`src/rtl/spc2_cfg_tx_if.sv`:
```
// Host-side handshake bundle for the spc2 serial configuration transmitter.
// The master drives start/Cfg_word; the slave (transmitter) returns ready/busy/done.
interface spc2_cfg_tx_if;
    logic        start;
    logic [15:0] Cfg_word;
    logic        ready;
    logic        busy;
    logic        done;

    modport master (
        output start,
        output Cfg_word,
        input  ready,
        input  busy,
        input  done
    );

    modport slave (
        input  start,
        input  Cfg_word,
        output ready,
        output busy,
        output done
    );
endinterface

```
`src/rtl/spc2_cfg_tx.sv`:
```
// Serial configuration transmitter for the spc2 receiver: reset pulse, 16 bits LSB first, latch edge.
// Optional one-deep request queue enabled by defining SPC2_CFG_TX_QUEUE_EN.
module spc2_cfg_tx #(
    parameter int unsigned CLK_DIV    = 4,
    parameter int unsigned RST_CYCLES = 2
) (
    input  logic         Clk,
    input  logic         Resetn,
    spc2_cfg_tx_if.slave cfg,
    output logic         Cfg_out,
    output logic         Cfg_clk,
    output logic         Cfg_rstn
);

    localparam int unsigned MaxCnt = (CLK_DIV > RST_CYCLES) ? CLK_DIV : RST_CYCLES;
    localparam int unsigned CntW   = $clog2(MaxCnt + 1);
    localparam logic [CntW-1:0] DivLast = CntW'(CLK_DIV - 1);
    localparam logic [CntW-1:0] RstLast = CntW'(RST_CYCLES - 1);

    typedef enum logic [2:0] {StIdle, StRst, StLow, StHigh, StTail, StDone} state_e;

    state_e          state_q;
    logic [CntW-1:0] cnt_q;
    logic [3:0]      bit_q;
    logic [15:0]     word_q;
    logic            busy_q;
    logic            done_q;
    logic            cfg_out_q;
    logic            cfg_clk_q;
    logic            cfg_rstn_q;
    logic            accept;

`ifdef SPC2_CFG_TX_QUEUE_EN
    logic [15:0] shadow_q;
    logic        shadow_full_q;

    assign cfg.ready = !shadow_full_q;
`else
    assign cfg.ready = !busy_q;
`endif

    assign accept   = cfg.start && cfg.ready;
    assign cfg.busy = busy_q;
    assign cfg.done = done_q;
    assign Cfg_out  = cfg_out_q;
    assign Cfg_clk  = cfg_clk_q;
    assign Cfg_rstn = cfg_rstn_q;

    always_ff @(posedge Clk) begin
        if (!Resetn) begin
            state_q    <= StIdle;
            cnt_q      <= '0;
            bit_q      <= '0;
            word_q     <= '0;
            busy_q     <= 1'b0;
            done_q     <= 1'b0;
            cfg_out_q  <= 1'b0;
            cfg_clk_q  <= 1'b0;
            cfg_rstn_q <= 1'b0;
`ifdef SPC2_CFG_TX_QUEUE_EN
            shadow_q      <= '0;
            shadow_full_q <= 1'b0;
`endif
        end else begin
            done_q <= 1'b0;
            unique case (state_q)
                StIdle: begin
`ifdef SPC2_CFG_TX_QUEUE_EN
                    // A word parked during the previous DONE cycle launches first.
                    if (shadow_full_q) begin
                        word_q        <= shadow_q;
                        shadow_full_q <= 1'b0;
                        state_q       <= StRst;
                        busy_q        <= 1'b1;
                        bit_q         <= '0;
                        cnt_q         <= '0;
                        cfg_rstn_q    <= 1'b0;
                        cfg_out_q     <= 1'b0;
                        cfg_clk_q     <= 1'b0;
                    end else if (accept) begin
`else
                    if (accept) begin
`endif
                        word_q     <= cfg.Cfg_word;
                        state_q    <= StRst;
                        busy_q     <= 1'b1;
                        bit_q      <= '0;
                        cnt_q      <= '0;
                        cfg_rstn_q <= 1'b0;
                        cfg_out_q  <= 1'b0;
                        cfg_clk_q  <= 1'b0;
                    end
                end
                StRst: begin
                    if (cnt_q == RstLast) begin
                        cnt_q      <= '0;
                        state_q    <= StLow;
                        cfg_rstn_q <= 1'b1;
                        cfg_out_q  <= word_q[bit_q];
                    end else begin
                        cnt_q <= cnt_q + CntW'(1);
                    end
                end
                StLow: begin
                    if (cnt_q == DivLast) begin
                        cnt_q     <= '0;
                        state_q   <= StHigh;
                        cfg_clk_q <= 1'b1;
                    end else begin
                        cnt_q <= cnt_q + CntW'(1);
                    end
                end
                StHigh: begin
                    if (cnt_q == DivLast) begin
                        cnt_q     <= '0;
                        cfg_clk_q <= 1'b0;
                        if (bit_q == 4'd15) begin
                            state_q <= StTail;
                        end else begin
                            // Data only moves together with the falling edge into LOW.
                            bit_q     <= bit_q + 4'd1;
                            cfg_out_q <= word_q[bit_q + 4'd1];
                            state_q   <= StLow;
                        end
                    end else begin
                        cnt_q <= cnt_q + CntW'(1);
                    end
                end
                StTail: begin
                    if (cnt_q == DivLast) begin
                        cnt_q   <= '0;
                        state_q <= StDone;
                        done_q  <= 1'b1;
                    end else begin
                        cnt_q <= cnt_q + CntW'(1);
                    end
                end
                StDone: begin
`ifdef SPC2_CFG_TX_QUEUE_EN
                    if (shadow_full_q) begin
                        word_q        <= shadow_q;
                        shadow_full_q <= 1'b0;
                        state_q       <= StRst;
                        bit_q         <= '0;
                        cnt_q         <= '0;
                        cfg_rstn_q    <= 1'b0;
                        cfg_out_q     <= 1'b0;
                    end else begin
                        state_q <= StIdle;
                        busy_q  <= 1'b0;
                    end
`else
                    state_q <= StIdle;
                    busy_q  <= 1'b0;
`endif
                end
                default: state_q <= StIdle;
            endcase
`ifdef SPC2_CFG_TX_QUEUE_EN
            if (accept && busy_q) begin
                shadow_q      <= cfg.Cfg_word;
                shadow_full_q <= 1'b1;
            end
`endif
        end
    end

endmodule

```
`src/flat_wrapper.sv`:
```
// flat-port wrapper written by rule: the top's interface ports become plain ports
module spc2_cfg_tx_flat 
#(
    parameter int unsigned CLK_DIV    = 4,
    parameter int unsigned RST_CYCLES = 2
)
  (Clk, Resetn, Cfg_out, Cfg_clk, Cfg_rstn, cfg_start, cfg_Cfg_word, cfg_ready, cfg_busy, cfg_done);
  spc2_cfg_tx_if cfg_i ();
  input  logic Clk;
  input  logic Resetn;
  output logic Cfg_out;
  output logic Cfg_clk;
  output logic Cfg_rstn;
  input wire logic [$bits(cfg_i.start)-1:0] cfg_start;
  input wire logic [$bits(cfg_i.Cfg_word)-1:0] cfg_Cfg_word;
  output wire logic [$bits(cfg_i.ready)-1:0] cfg_ready;
  output wire logic [$bits(cfg_i.busy)-1:0] cfg_busy;
  output wire logic [$bits(cfg_i.done)-1:0] cfg_done;
  assign cfg_i.start = cfg_start;
  assign cfg_i.Cfg_word = cfg_Cfg_word;
  assign cfg_ready = cfg_i.ready;
  assign cfg_busy = cfg_i.busy;
  assign cfg_done = cfg_i.done;
  spc2_cfg_tx #(.CLK_DIV(CLK_DIV), .RST_CYCLES(RST_CYCLES)) u_core (.Clk(Clk), .Resetn(Resetn), .cfg(cfg_i), .Cfg_out(Cfg_out), .Cfg_clk(Cfg_clk), .Cfg_rstn(Cfg_rstn));
endmodule
```
`config.mk`:
```
export PLATFORM = sky130hd
export DESIGN_NAME = spc2_cfg_tx_flat
export DESIGN_NICKNAME = d
export VERILOG_FILES = /design/src/rtl/spc2_cfg_tx_if.sv /design/src/rtl/spc2_cfg_tx.sv /design/src/flat_wrapper.sv
export SDC_FILE = /design/constraint.sdc
export NUM_CORES = 1
export LEC_CHECK = 0
export CAP_MARGIN = 20
export CORE_MARGIN = 2
export CORE_UTILIZATION = 54
export CTS_CLUSTER_SIZE = 16
export DETAILED_ROUTE_END_ITERATION = 10
export PLACE_DENSITY_LB_ADDON = 0.1
export SYNTH_ARGS = -nofsm -noshare
export SYNTH_HDL_FRONTEND = slang
export SYNTH_SLANG_ARGS = --single-unit
```
`constraint.sdc`:
```
create_clock -name Clk -period 2.2 [get_ports Clk]
set_clock_uncertainty 0.2 [all_clocks]
set_input_delay 0.22 -clock Clk [delete_from_list [all_inputs] [get_ports Clk]]
set_output_delay 0.22 -clock Clk [all_outputs]
set_load 0.01 [all_outputs]
```
==> impl_metrics.yaml <==
grt:
  grt_pass1_wl_um: 6180
  grt_usage_pct: 22.9
  antenna_found_initial: 0
  overflow: 0
  grt_pass1_vias: 1360
  grt_max_degree: 18
placement:
  place_congestion: 0.908
  pre_cts_ws_ps: 68.9
  placed_area_mm2: 0.00199
  io_buffer_count: 24
  dp_hpwl_um: 2730
power:
  ir_drop_uv: 573
  cellPowerDensity_mw_per_mm2: 895
  power_leakage_uw: 0.000718
critical_path:
  crit_fanout: 8
  cp-startpoint: "u_core.bit_q[1]"
  cpMaxStageDelayCell: "mux4_2"
  critPathRequiredTime_ps: 2200
  r2r_cells: 6
  rr_startpoint: "u_core.bit_q[1]"
  path_cells: "ha_2, mux4_2, mux2i_1, nor3b_1, nor2_1, a41oi_1"
  start_kind: "flop"
  worstPathArrival_ps: 2110
  r2r_slack_ps: 80
  endpoint: "u_core.Cfg_out"
  crit_type: "reg2reg"
  max_stage_delay_ps: 510
  r2r_end: "u_core.Cfg_out"
  endpoint_kind: "flop"
synth:
  synth_xor_area_share_pct: 1.01
  synth_top_family_by_area: "simple AND/OR/NAND/NOR gates"
  synthSimpleGateAreaFrac_pct: 23.1
  syn-num-nets: 231
  synthMuxAreaShare_pct: 13.1
  synth_seq_cells: 31
  yosysWarnings: 0
  synth_fa_ha_area_share_pct: 3.62
  yosysSeqAreaShare_pct: 35.9
  syn_area_mm2: 0.00173
  syn_avg_cell_area_um2: 8.34
  synth_cell_types: 42
  synth_cells: 207
  synth_compound_area_share_pct: 16.9
die:
  fp.dieArea_mm2: 0.00367
  fp.dieH_um: 60.5
  io_pins: 25
  num_rows: 20
  die_w_um: 60.5
  core_region_area_mm2: 0.00305
  start_util_pct: 56.6
sta:
  slew_violations: 0
  holdWs_ps: 218
  finalCritPeriodShare_pct: 96.3
  worst_pin_slew_ps: 512
  rsz0062_at_grt: "no"
  layout_setup_ws_ps: 81.8
  period_needed_ps: 2120
  timing.fmax_mhz: 472
  setup_viol_count_final: 0
  timing.slew.headroom_pct: 65.8
  fin_setup_tns_ps: 0
  hold_violations: 0
cts:
  cts_tree: "done"
  root_buffer: "clkbuf_4"
  cts_sinks: 31
  ctsLongestPathBuffers: 2
  clk_pin_slew_ps: 100
  cts_setup_buffers: 0
  clk_latency_ps: 340
  htreeDepth: 2
  cts_hold_buf: 0
  cts_buffers: 5
layout:
  final_common_cell: "nand2_1"
  final_cell_area_mm2: 0.00208
  final_nets: 255
  antenna_cells: 0
  mostFrequentLayoutCells: "nand2_1 (43), dfxtp_1 (31), a21oi_1 (26)"
  drive_gt1_share_pct: 12.1
  area_growth_pct: 20.3
outcome:
  outcome: "finished clean"
min_path:
  min_path_type: "in2reg"
route:
  wl_met1_um: 1730
  wl_um: 3670
  top_layer_used: "met4"
  drc: 0
  ant_nets: 0
  vias: 1563
  wl_per_cell_um: 13.3
  first_pass_iters: 4
  routed_via_density: 5.66
  drt_iter0_drc: 97
  met3_length_um: 244
  wl_met2_um: 1640
job:
  drv_cap: 0
[critical path, delay by kind of cell, from the launching register on]
kind | cells | cell delay [ps]
compound gates | 1 | 100
mux | 2 | 680
flops | 1 | 390
fa+ha+maj | 1 | 440
simple gates | 2 | 170
[registers in the layout (all words and copies together) (netlist names)]
register and count:
u_core.cnt_q 3, u_core.Cfg_clk 1, u_core.cfg.done 1, u_core.bit_q 4, u_core.word_q 16, u_core.state_q 3
u_core.Cfg_out 1, u_core.cfg.busy 1, u_core.Cfg_rstn 1
[where the power goes]
group / internal, µW / leakage [µW] / switching, µW
logic: 304 / 0.000417 / 317
registers: 657 / 0.000253 / 108
clock network: 268 / 0.0000482 / 205
total: 1230 / 0.000718 / 630
[cell type report]
| class | count | area (µm²) |
|---|---|---|
| clock buffer | 6 | 51.3 |
| clock inverter | 2 | 35.0 |
| sequential | 31 | 621 |
| inverter | 8 | 30.0 |
| multi-input combinational | 155 | 1000 |
| timing repair buffer | 30 | 285 |
| tap | 44 | 55.1 |
| fill | 248 | 976 |
[Yosys cell counts (all sizes together)]
cell type | n | share of area, %
a211oi | 1 | 0.72
a21oi | 27 | 8.0
a22oi | 1 | 0.43
a311oi | 2 | 1.0
a31oi | 1 | 0.36
a41oi | 1 | 0.51
and2 | 3 | 1.1
and3 | 2 | 0.80
and4b | 2 | 1.2
buf | 8 | 3.5
clkbuf | 5 | 1.1
dfxtp | 31 | 36
ha | 5 | 3.6
inv | 8 | 1.7
mux2 | 2 | 1.5
mux2i | 11 | 6.4
mux4 | 4 | 5.2
nand2 | 43 | 9.3
nand2b | 2 | 0.72
nand3 | 13 | 3.8
nand3b | 2 | 0.87
nor2 | 9 | 2.1
nor2b | 3 | 1.1
nor3 | 2 | 0.58
nor3b | 1 | 0.43
nor4 | 2 | 0.72
o2111a | 1 | 0.65
o21a | 4 | 1.7
o21ai | 5 | 1.4
o22ai | 2 | 0.72
o311a | 1 | 1.2
or2 | 1 | 0.36
xor2 | 2 | 1.0
[worst min path at each step]
stage | startpoint | end | slack [ps] | cells past startpoint
final | cfg_Cfg_word[7] | u_core.word_q[7] | 220 | 3
after global routing | cfg_Cfg_word[10] | u_core.word_q[10] | 210 | 3
after CTS | cfg_Cfg_word[7] | u_core.word_q[7] | 200 | 3
after detailed placement | u_core.word_q[11] | u_core.word_q[11] | 270 | 2
after global placement | u_core.Cfg_rstn | u_core.Cfg_rstn | 250 | 2
after floorplan | Resetn | u_core.cnt_q[2] | 140 | 1
[routing by layer]
| metal | GRT usage, % | up-vias |
|---|---|---|
| met5 | 0 | - |
| met4 | 9.32 | 0 |
| met3 | 5.12 | 7 |
| met2 | 32.6 | 63 |
| met1 | 33.5 | 720 |
| li1 | - | 773 |
[cell families (layout without fill, tap and decap cells)]
kind of cell    count (synthesis)  count (layout)
compound gates                 46              46
xor+xnor                        2               2
fa+ha+maj                       5               5
buf+inv                        21              46
flops                          31              31
mux                            17              17
simple gates                   85              85
[timing repair]
item | in CTS | in global routing
endpoints found under the setup margin | 0 | 1
endpoints found under the hold margin | 0 | 0
gates resized for setup | 0 | 1
[metrics by stage]
step,total power [µW],utilization (%),std cells
detailed placement,1390,65.1,268
global route,1990,68.0,276
CTS,1870,68.0,276
floorplan,1200,-,207
global placement,1370,65.1,268
finish,1860,68.0,276
Power figures use the tool's default switching activity.
